==> config.mk <==
export PLATFORM = sky130hd
export DESIGN_NAME = raizing_gfx_arb
export DESIGN_NICKNAME = d
export VERILOG_FILES = /design/src/rtl/raizing_gfx_pkg.sv /design/src/rtl/raizing_gfx_rr.sv /design/src/rtl/raizing_gfx_arb.sv
export SDC_FILE = /design/constraint.sdc
export NUM_CORES = 1
export LEC_CHECK = 0
export CAP_MARGIN = 0
export CORE_ASPECT_RATIO = 0.7
export CORE_MARGIN = 5
export CORE_UTILIZATION = 52
export CTS_CLUSTER_DIAMETER = 200
export DETAILED_ROUTE_END_ITERATION = 8
export PLACE_DENSITY = 0.92
export RECOVER_POWER = 100
export SETUP_SLACK_MARGIN = 0.02
export SLEW_MARGIN = 25
export SYNTH_ARGS = -nofsm -noshare
export SYNTH_HDL_FRONTEND = slang
export SYNTH_SLANG_ARGS = --single-unit
export TNS_END_PERCENT = 10
==> constraint.sdc <==
create_clock -name CLK -period 6.45 [get_ports CLK]
set_input_delay 1.29 -clock CLK [delete_from_list [all_inputs] [get_ports CLK]]
set_output_delay 1.29 -clock CLK [all_outputs]
set_load 0.01 [all_outputs]
==> src/rtl/raizing_gfx_pkg.sv <==
//==============================================================================
// Module   : raizing_gfx_pkg
// Purpose  : Shared constants and types for the graphics-ROM arbiter.
//            Holds the default ROM address/data widths, the requester
//            index assignments and the arbiter FSM state encoding.
// Revision : 1.0 - initial release
//==============================================================================
`default_nettype none

package raizing_gfx_pkg;

    localparam int GFX_AW  = 22;   // ROM word-address width
    localparam int GFX_DW  = 32;   // ROM data width
    localparam int N_PORTS = 4;

    // Requester indices
    localparam logic [1:0] PORT_OBJ  = 2'd0;
    localparam logic [1:0] PORT_SCR0 = 2'd1;
    localparam logic [1:0] PORT_SCR1 = 2'd2;
    localparam logic [1:0] PORT_SCR2 = 2'd3;

    typedef enum logic [1:0] {
        ST_IDLE = 2'd0,
        ST_WAIT = 2'd1,
        ST_DONE = 2'd2
    } arb_state_t;

endpackage

`default_nettype wire

==> src/rtl/raizing_gfx_rr.sv <==
//==============================================================================
// Module   : raizing_gfx_rr
// Purpose  : Combinational 4-way round-robin picker. Searches
//            last+1, last+2, last+3, last (mod 4) and returns the first
//            pending index found.
// Ports    : i_pend [3:0]  pending request bits
//            i_last [1:0]  most recently granted index
//            o_g    [1:0]  selected index (valid when o_any)
//            o_any         at least one request pending
// Revision : 1.0 - initial release
//==============================================================================
`default_nettype none

module raizing_gfx_rr
    import raizing_gfx_pkg::*;
(
    input  logic [3:0] i_pend,
    input  logic [1:0] i_last,
    output logic [1:0] o_g,
    output logic       o_any
);

    // Walk from the lowest priority offset (last itself) up to last+1 so the
    // final assignment is the highest-priority pending index.
    always_comb begin
        o_g   = i_last;
        o_any = |i_pend;
        for (int k = N_PORTS; k >= 1; k--) begin
            if (i_pend[2'(i_last + 2'(k))]) begin
                o_g = 2'(i_last + 2'(k));
            end
        end
    end

endmodule

`default_nettype wire

==> src/rtl/raizing_gfx_arb.sv <==
//==============================================================================
// Module   : raizing_gfx_arb
// Purpose  : Shares one graphics-ROM read port between OBJ and SCR0..SCR2.
//            Round-robin grants, one-entry result cache per requester so
//            OK stays asserted while a requester holds CS on the same
//            address. FLUSH invalidates every cache entry.
// Ports    : CLK, RESET          clock, synchronous active-high reset
//            REQ_CS/REQ_ADDR     per-requester strobe and word address
//            REQ_OK/REQ_DOUT     per-requester hit flag and cached data
//            FLUSH               one-cycle cache invalidate
//            ROM_CS/ROM_ADDR     downstream request
//            ROM_OK/ROM_DOUT     downstream response
//            BUSY                arbiter not idle
// Revision : 1.0 - initial release
//==============================================================================
`default_nettype none

module raizing_gfx_arb
    import raizing_gfx_pkg::*;
#(
    parameter int AW = GFX_AW,
    parameter int DW = GFX_DW
) (
    input  logic                CLK,
    input  logic                RESET,
    input  logic [3:0]          REQ_CS,
    input  logic [3:0][AW-1:0]  REQ_ADDR,
    output logic [3:0]          REQ_OK,
    output logic [3:0][DW-1:0]  REQ_DOUT,
    input  logic                FLUSH,
    output logic                ROM_CS,
    output logic [AW-1:0]       ROM_ADDR,
    input  logic                ROM_OK,
    input  logic [DW-1:0]       ROM_DOUT,
    output logic                BUSY
);

    arb_state_t         r_state;
    arb_state_t         w_state_nxt;
    logic               r_first;       // set during the first WAIT cycle
    logic [1:0]         r_gnt;
    logic [1:0]         r_last;
    logic               r_rom_cs;
    logic [AW-1:0]      r_rom_addr;
    logic [3:0]         r_vld;
    logic [3:0][AW-1:0] r_tag;
    logic [3:0][DW-1:0] r_dat;

    logic [3:0]         w_hit;
    logic [3:0]         w_pend;
    logic [1:0]         w_g;
    logic               w_any;
    logic               w_launch;
    logic               w_fill;

    generate
        for (genvar i = 0; i < 4; i++) begin : g_port
            assign w_hit[i]  = r_vld[i] && (r_tag[i] == REQ_ADDR[i]);
            assign w_pend[i] = REQ_CS[i] && !w_hit[i];
            assign REQ_OK[i] = REQ_CS[i] && w_hit[i];
        end
    endgenerate

    assign REQ_DOUT = r_dat;
    assign ROM_CS   = r_rom_cs;
    assign ROM_ADDR = r_rom_addr;
    assign BUSY     = (r_state != ST_IDLE);

    raizing_gfx_rr u_rr (
        .i_pend (w_pend),
        .i_last (r_last),
        .o_g    (w_g),
        .o_any  (w_any)
    );

    always_ff @(posedge CLK) begin
        if (RESET) begin
            r_state <= ST_IDLE;
        end else begin
            r_state <= w_state_nxt;
        end
    end

    // ROM_OK may still be high from the previous address during the first
    // WAIT cycle, so completion is only accepted once r_first has cleared.
    always_comb begin
        w_state_nxt = r_state;
        w_launch    = 1'b0;
        w_fill      = 1'b0;
        case (r_state)
            ST_IDLE: begin
                if (w_any) begin
                    w_launch    = 1'b1;
                    w_state_nxt = ST_WAIT;
                end
            end
            ST_WAIT: begin
                if (!r_first && ROM_OK) begin
                    w_fill      = 1'b1;
                    w_state_nxt = ST_DONE;
                end
            end
            ST_DONE: begin
                w_state_nxt = ST_IDLE;
            end
            default: begin
                w_state_nxt = ST_IDLE;
            end
        endcase
    end

    always_ff @(posedge CLK) begin
        if (RESET) begin
            r_first    <= 1'b0;
            r_gnt      <= 2'd0;
            r_last     <= 2'd3;
            r_rom_cs   <= 1'b0;
            r_rom_addr <= '0;
            r_vld      <= '0;
            r_tag      <= '0;
            r_dat      <= '0;
        end else begin
            if (w_launch) begin
                r_gnt      <= w_g;
                r_last     <= w_g;
                r_rom_addr <= REQ_ADDR[w_g];
                r_rom_cs   <= 1'b1;
                r_first    <= 1'b1;
            end else if (r_state == ST_WAIT) begin
                r_first    <= 1'b0;
            end

            // The fill always records the latched address, so a requester
            // that moved on during WAIT simply misses and re-arbitrates.
            if (w_fill) begin
                r_tag[r_gnt] <= r_rom_addr;
                r_dat[r_gnt] <= ROM_DOUT;
                r_rom_cs     <= 1'b0;
            end

            // FLUSH takes priority over a coincident fill.
            if (FLUSH) begin
                r_vld <= '0;
            end else if (w_fill) begin
                r_vld[r_gnt] <= 1'b1;
            end
        end
    end

endmodule

`default_nettype wire
== Yosys cells after proc, flatten, opt, wreduce, memory -nomap -nowiden ==
Index checks and enable logic that the tools add are counted.
Storage, ports and cells
  flip-flop bits (word level): 250
  input port bits: 128
  output and inout bits: 156
  logic and storage cells: 86
Operators by class
  add/subtract/negate cells: 3
  $lt $le $gt $ge: 6
  equality and inequality tests: 7
  multiplexer cells: 28
  bitwise logic cells: 1
  reduce and logical (&&, ||, !) cells: 26
Operators by type and width (count)
  bitwise mux 128 bit: 1
  bitwise mux 88 bit: 1
  equality test 22 bit: 4
  demux 32 bit (select 2 bit): 1
  binary-select mux 22 bit (select 2 bit): 1
  demux 22 bit (select 2 bit): 1
  two-way mux 22 bit: 2
  two-way mux 32 bit: 1
  less-than comparator 2 x 3 -> 1 bit (second input constant): 5
  logical AND 1 bit: 14
  two-way mux 1 bit: 10
  two-way mux 2 bit: 5
  binary-select mux 1 bit (select 2 bit): 3
  zero test 1 bit: 5
  adder 2 bit (second input constant): 2
  bitwise OR 4 bit: 1
  one-hot mux 2 bit (2 select lines): 1
  nonzero test 2 bit: 2
  OR reduction 2 bit: 2
  OR reduction 4 bit: 1
  adder 2 x 1 -> 2 bit (second input constant): 1
  demux 1 bit (select 2 bit): 1
  equality test 2 x 1 -> 1 bit (second input constant): 1
  >= comparator 2 x 1 -> 1 bit (second input constant): 1
  4 further kinds: 4

== Logic depth before layout (Yosys ltp) ==
Gate-level depths: netlist of run 1.
  depth in word-level cells: 11
  depth in mapped cells: 10
  gate-level depth less buffers: 8

== Modules after synthesis ==
Synthesis of run 1 repeated with hierarchy kept, for this count alone.
Second synthesis, totals
  cells, all modules: 1246
  area, all modules: 10397.5 sq um
Modules (own cells, without submodules)
  raizing_gfx_arb: instances 1, cells an instance 1232, area each 10314.9 sq um, seq. area each 5004.8 sq um
  raizing_gfx_rr: instances 1, cells an instance 14, area each 82.6 sq um, seq. area each 0.0 sq um

== Worst setup path after synthesis of run 1 ==
Ideal clock, no wire load.
  path type: input -> output
  start: input REQ_ADDR[51] (netlist bit)
  end: output REQ_OK[2]
  arrival: 2.689 ns
  data required time: 5.160 ns
  setup slack: 2.471 ns
  stages: 4
  path buffers: 0
  path through: xnor2_1 > nand4_1 > or4b_2 > nor4b_1
Between the ends
  word-level cells in the longest chain between the ends: 3
RTL lines
  start, declared: line raizing_gfx_arb.sv:27  | input logic [3:0][AW-1:0] REQ_ADDR,
  equality test 22 bit: line raizing_gfx_arb.sv:58  | assign w_hit[i] = r_vld[i] && (r_tag[i] == REQ_ADDR[i]);
  logical AND 1 bit: line raizing_gfx_arb.sv:58
  logical AND 1 bit: line raizing_gfx_arb.sv:60  | assign REQ_OK[i] = REQ_CS[i] && w_hit[i];
  end, declared: line raizing_gfx_arb.sv:28  | output logic [3:0] REQ_OK,
Every way passes these cells.

== Worst setup path in the final report of run 1 ==
  start: input REQ_ADDR[40] (netlist bit)
  end: output REQ_OK[1]
The elaborated chain is that of the path after synthesis.

==> results of run 1 <==
==> worst min path at each step <==
stage,from,to,cells after the start
detailed placement,REQ_DOUT[108],REQ_DOUT[108],2
floorplan,r_first,r_first,2
finish,REQ_DOUT[91],REQ_DOUT[91],2
global placement,r_first,r_first,2
global route,REQ_DOUT[91],REQ_DOUT[91],2
CTS,REQ_DOUT[91],REQ_DOUT[91],2
==> cell usage in the layout, fill, tap and decap left out, types with 9 or more instances in the layout <==
cell type and instances:
nand2_1 443, dfxtp_1 250, a21oi_1 223, dlygate4sd3_1 159
clkdlybuf4s50_1 123, xnor2_1 57, nand4_1 45, xor2_1 31
clkbuf_16 25, o31ai_1 22, a221o_1 22, mux2_1 20
a21boi_0 20, nor2_1 11, buf_4 9
==> report_power, final <==
part | switching (mW) | total [mW] | internal, mW | leakage (nW)
logic | 0.281 | 0.511 | 0.230 | 2.86
clock network | 0.602 | 1.55 | 0.946 | 0.440
registers | 0.0944 | 1.69 | 1.60 | 2.02
==> state kept, by name (all words and copies together), names as in the netlist <==
| name | count |
|---|---|
| ROM_ADDR | 22 |
| ROM_CS | 1 |
| r_vld | 4 |
| r_first | 1 |
| r_gnt | 2 |
| r_last | 2 |
| REQ_DOUT | 128 |
| r_tag | 88 |
| r_state | 2 |
==> metrics by stage <==
stage | area [um2] | hold WS, ns
2_1_floorplan | 10600 | 0.431
3_3_place_gp | 13500 | 0.440
6_report | 14300 | 0.451
3_5_place_dp | 13600 | 0.446
5_1_grt | 14300 | 0.467
4_1_cts | 14400 | 0.454
==> cells in the mapped netlist, types with 2 or more instances <==
cell / n
a21boi_0: 20
a21boi_1: 3
a21oi_1: 223
a221o_1: 22
and3_1: 2
buf_1: 2
buf_2: 6
buf_4: 3
buf_6: 2
clkbuf_1: 79
dfxtp_1: 250
inv_1: 5
mux2_1: 2
mux2_2: 2
mux2_4: 18
nand2_1: 444
nand2b_1: 4
nand3_1: 6
nand4_1: 45
nor2_1: 12
nor3_1: 5
nor3_2: 2
nor4_1: 8
nor4b_1: 3
o21a_1: 5
o31ai_1: 22
or2_2: 3
or4_1: 2
xnor2_1: 57
xor2_1: 31
==> layer usage <==
layer | vias up | track usage [%] | share of wire (%)
met2 | 810 | 48.3 | 44
met5 | - | 0 | 0.071
met1 | 5066 | 41.3 | 39
met3 | 88 | 12.1 | 15
li1 | 4897 | - | -
met4 | 4 | 5.16 | 2.0
==> cell families after synthesis <==
group,synth area share [%]
and+or+nand+nor,21.4
buffers and inverters,3.75
muxes,2.98
DFF,47.2
AOI/OAI and AO/OA,17.3
xor gates and xnor gates,7.27
==> cell type report <==
type | count | share of cell area [%]
Clock buffer | 33 | 5.06
Clock inverter | 11 | 1.10
Inverter | 5 | 0.131
Multi-Input combinational cell | 960 | 36.0
Sequential cell | 250 | 34.9
Tap cell | 270 | 2.36
Timing Repair Buffer | 297 | 20.5
==> worst max-delay path, cell delays in order <==
cell and delay, ns:
dlygate4sd3_1 0.58, xor2_1 0.16, nor4_1 0.59, nand4_1 0.34
nor3_1 0.24, dlygate4sd3_1 0.70
==> results by group, run 1 <==
Synthesis
  • Syn. warnings: 0
  • Number of synthesized flops with an enable pin: 0
  • FFs w/ async S/R, synth: 0%
  • FF+latch count, synth: between 200 and 300
  • Synthesized instance count: around 1300
  • Post-Syn Nets: approximately 1400
  • Synth top area cells: dfxtp_1 (47%), nand2_1 (16%), a21oi_1 (11%)
  • Syn_area_per_cell: between 8 and 9 um2
  • Sequential area share after synthesis: 47.2%
  • Ys flop type: dfxtp_1
  • Yosys top cell by area: dfxtp_1
  • Synthesized area: between 10000 and 15000 um2
  • Distinct cells, synth: 49
  • Synth top area share: between 40 and 50%

Clock tree
  • Cts hold-fix bufs: 0
  • Root Buffer: clkbuf_16
  • TritonCTS clock tree: yes
  • CTS Buf Count: 24
  • H-tree Lvls: 1
  • Worst-Skew Late Latency: roughly 0.51 ns
  • Post-CTS sizing: 0
  • Clock Sinks: 250
  • Post-CTS Setup Inserts: 0
  • Clock transition at path regs: 0.06 ns
  • Clock tree buffer depth: 3

Layout
  • Diode count: 0
  • Fillcell total: about 1500
  • Final net count: around 1700
  • Non-Filler Instances: between 1500 and 2000
  • Register Area: roughly 5000 um2
  • Synthesis-to-layout area growth: 35.3%
  • Multi-input gate area: ~5200 um2
  • Share of cells above drive strength 1: under 10%
  • Core Util, Final: 72.0%

Place
  • Detailed placer's ending HPWL: 26.8 mm
  • # placed instances: between 1500 and 2000
  • Port bufs: roughly 280
  • GP Congestion: around 0.94
  • Place WS: 1.37 ns

Floorplan
  • Die footprint: 23400 um2
  • I/O pins: roughly 280
  • # rows: 43
  • Die H: roughly 130 um
  • Die W: 181 um
  • Core ar.: ~20000 um2
  • Starting Density: between 50% and 60%

STA
  • Max_slew headroom: -134%
  • Total setup violations reported at the end of the flow: 0
  • RSZ-0062 raised after global routing: false
  • Final worst path period need: between 5 and 6 ns
  • Period utilization: ~80%
  • Setup TNS: 0 ns
  • Clock skew: 0.0140 ns
  • Worst-margin pin slew: roughly 3.5 ns
  • Hold Fails Final Rpt: 0
  • Final WS setup: 1.26 ns
  • FMAX: between 0.15 and 0.2 GHz
  • Max-slew violations: 290

Setup path
  • Crit Path Class: input port to primary output
  • End of the critical path: REQ_OK[1]
  • CP max FO: 3
  • Setup crit end kind: primary output
  • WP data required: roughly 5.2 ns
  • Launch point of the worst reg-to-reg path: r_state[1]
  • R2R Setup Slk: roughly 2.2 ns
  • Crit path launch type: input port
  • CP arrival: about 4 ns
  • Launch point of the worst path: REQ_ADDR[40]
  • Worst Reg-to-Reg Cells: 7
  • Crit Reg-Reg Endpoint: r_tag[49]

Global route
  • Grt ovf: 0
  • Aggregate global-route resource usage: a little over 30%
  • Number of global-route vias before repair: 10253
  • Initial antenna violation count: 2
  • Largest net degree at the start of global routing: 82
  • First-pass GRT wire length: approximately 58 mm

Power
  • Total power draw: around 3.7 mW
  • Leakage: ~5.3 nW
  • Power per Cell Area: ~260 nW/um2
  • VDD IR max: 0.246 mV

Min path
  • Min-Delay Path Class: flop to flop

Drt
  • Final wirelength: between 30 and 40 mm
  • DRT iter0 DRCs: about 1400
  • Number of vias per cell: 5.95
  • Drt drc: 0
  • Vias: 10865
  • WL/cell: roughly 21 um
  • Detail Route Antenna Nets: 0
  • Drt pass-1 iters: 6

Run status
  • Status: finished with violations
  • Failing checks: capacitance limit, slew limit

Run
  • Max Cap Viol: 7
Power figures use the tool's default switching activity.
==> run 2, diff against run 1 <==
--- a/config.mk
+++ b/config.mk
@@ -8,10 +8,10 @@
 export CAP_MARGIN = 0
 export CORE_ASPECT_RATIO = 0.7
 export CORE_MARGIN = 5
-export CORE_UTILIZATION = 52
+export CORE_UTILIZATION = 44
 export CTS_CLUSTER_DIAMETER = 200
 export DETAILED_ROUTE_END_ITERATION = 8
-export PLACE_DENSITY = 0.92
+export PLACE_DENSITY = 0.84
 export RECOVER_POWER = 100
 export SETUP_SLACK_MARGIN = 0.02
 export SLEW_MARGIN = 25
==> constraint.sdc (replaced) <==
create_clock -name CLK -period 4.55 [get_ports CLK]
set_input_delay 0.91 -clock CLK [delete_from_list [all_inputs] [get_ports CLK]]
set_output_delay 0.91 -clock CLK [all_outputs]
set_load 0.01 [all_outputs]
==> run 2 against run 1 <==
  * The run still ends with capacitance limit, slew limit left
  * Clock-buffer cell count shrank 1
  * Critical path type unchanged
  * Cell count rose by 3.5%
  * Sequential power grew 41%
  * Clock skew grew 0.0054 ns
  * Design area rose by 0.60%
  * Highest routed layer is now met4
  * Critical path depth unchanged
  * Register-to-register slack worse by 1.4 ns
  * Core utilization down 11 points
  * Power rose by 37%
==> results by group, run 2 (synthesis gave the netlist of run 1 again) <==
Global route
  • Grt ovf: 0
  • Aggregate global-route resource usage: about 27%
  • First-pass GRT wire length: just under 60 mm
  • Number of global-route vias before repair: just over 10000
  • Initial antenna violation count: 0
  • Largest net degree at the start of global routing: 141

Run
  • Max Cap Viol: 5

STA
  • Final worst path period need: roughly 4.5 ns
  • Max_slew headroom: -55.2%
  • FMAX: between 0.2 and 0.25 GHz
  • RSZ-0062 raised after global routing: false
  • Worst-margin pin slew: between 2 and 2.5 ns
  • Setup TNS: 0 ns
  • Max-slew violations: 343
  • Hold Fails Final Rpt: 0
  • Total setup violations reported at the end of the flow: 0
  • Clock skew: ~0.019 ns
  • Final WS setup: ~0.063 ns
  • Period utilization: a little over nine tenths
  • Hold_ws: 0.450 ns

Power
  • Switch Pwr: about 1.4 mW
  • Power per Cell Area: 357 nW/um2
  • Sequential power share: 46.4%
  • Switching Fraction: between 20% and 30%
  • Clock Power Share: 38.9%
  • Leakage: roughly 5.4 nW
  • VDD IR max: around 0.32 mV
  • Power share of the combinational group: 14.7%
  • Int Power: between 3 and 4 mW

Min path
  • Min-Delay Path Class: flop to flop

Floorplan
  • Starting Density: 44.7%
  • Die H: about 140 um
  • Die W: between 150 and 200 um
  • Core ar.: between 20000 and 25000 um2
  • # rows: 47
  • I/O pins: approximately 280
  • Die footprint: 27300 um2

Clock tree
  • H-tree Lvls: 1
  • Post-CTS sizing: 0
  • Clock Sinks: 250
  • Root Buffer: clkbuf_16
  • Cts hold-fix bufs: 0
  • Worst-Skew Late Latency: between 0.5 and 0.6 ns
  • Clock tree buffer depth: 3
  • TritonCTS clock tree: yes
  • Post-CTS Setup Inserts: 0
  • CTS Buf Count: 25
  • Clock transition at path regs: approximately 0.060 ns

Setup path
  • Setup crit end kind: primary output
  • End of the critical path: REQ_OK[2]
  • R2R Setup Slk: 0.79 ns
  • Launch point of the worst path: REQ_ADDR[59]
  • Critical-path top delay cell: dlygate4sd3_1
  • Worst Reg-to-Reg Cells: 10
  • CP max stage delay: 0.69 ns
  • Crit path launch type: input port
  • Launch point of the worst reg-to-reg path: r_tag[40]
  • CP arrival: approximately 3.6 ns
  • WP data required: ~3.6 ns
  • Crit Path Class: input port to primary output
  • Critical path cell sequence: clkdlybuf4s50_1, xnor2_1, nand4_1, or4b_2, nor4b_1, dlygate4sd3_1
  • CP max FO: 2
  • Crit Reg-Reg Endpoint: ROM_ADDR[9]

Drt
  • Drt pass-1 iters: 6
  • Vias: between 10000 and 15000
  • Number of vias per cell: 5.69
  • DRT iter0 DRCs: 1124
  • Detail Route Antenna Nets: 0
  • WL/cell: between 20 and 25 um
  • Drt drc: 0
  • Final wirelength: 39.0 mm

Layout
  • Max reg flops: 128
  • Register Area: approximately 5000 um2
  • Multi-input gate area: about 5200 um2
  • Most common cell after layout, fill and taps aside: nand2_1
  • Fillcell total: between 2000 and 2500
  • Final net count: 1686
  • Diode count: 0
  • Synthesis-to-layout area growth: 36.1%
  • Share of cells above drive strength 1: 5.85%
  • Most frequent cells in the layout: nand2_1 (443), dfxtp_1 (250), a21oi_1 (223)
  • Core Util, Final: between 60% and 70%

Place
  • Port bufs: approximately 280
  • Detailed placer's ending HPWL: 27.5 mm
  • GP Congestion: around 0.95
  • Place WS: ~0.16 ns

Run status
  • Failing checks: capacitance limit, slew limit
  • Status: finished with violations
[run 2: power by group through the flow]
stage | combinational, mW | clock, mW | sequential [mW]
2_1_floorplan | 0.365 | 0 | 2.40
3_3_place_gp | 0.770 | 0 | 2.43
3_5_place_dp | 0.780 | 0 | 2.43
4_1_cts | 0.784 | 2.02 | 2.38
5_1_grt | 0.799 | 2.12 | 2.40
6_report | 0.756 | 2.00 | 2.39
[run 2: layer usage]
layer | wire length, um | share of wire [%] | global-route usage (%)
met1 | 16000 | 41 | 37.0
met2 | 17000 | 44 | 40.8
met3 | 5200 | 13 | 10.7
met4 | 763 | 2.0 | 4.74
met5 | 0 | 0 | 0
[run 2: metrics by stage]
| step | cell area (um2) | std cells | power, mW |
|---|---|---|---|
| 6_report | 14400 | 1890 | 5.15 |
| 2_1_floorplan | 10600 | 1307 | 2.76 |
| 3_3_place_gp | 13800 | 1849 | 3.20 |
| 4_1_cts | 14500 | 1890 | 5.19 |
| 5_1_grt | 14400 | 1890 | 5.31 |
| 3_5_place_dp | 13800 | 1849 | 3.21 |
[run 2: worst min-delay path by stage]
stage	start	depth (start not counted)	slack, ns	endpoint
4_1_cts	r_first	2	0.45	r_first
6_report	r_first	2	0.45	r_first
3_5_place_dp	r_first	2	0.44	r_first
2_1_floorplan	r_first	2	0.43	r_first
5_1_grt	REQ_DOUT[33]	2	0.46	REQ_DOUT[33]
3_3_place_gp	r_first	2	0.44	r_first
[run 2: worst max-delay path: cells and delay by family]
kind,cells,cell delay [ns]
xor gates and xnor gates,1,0.27
and+or+nand+nor,3,1.24
buffers and inverters,2,1.14
[run 2: area by class of cell]
type                    count  area share (%)
multi-input cells         960            36.0
flip-flops and latches    250            34.7
repair buffers            316            21.0
clock buffers              32            4.80
well taps                 318            2.76
clock inverters             9           0.538
inverters                   5           0.130
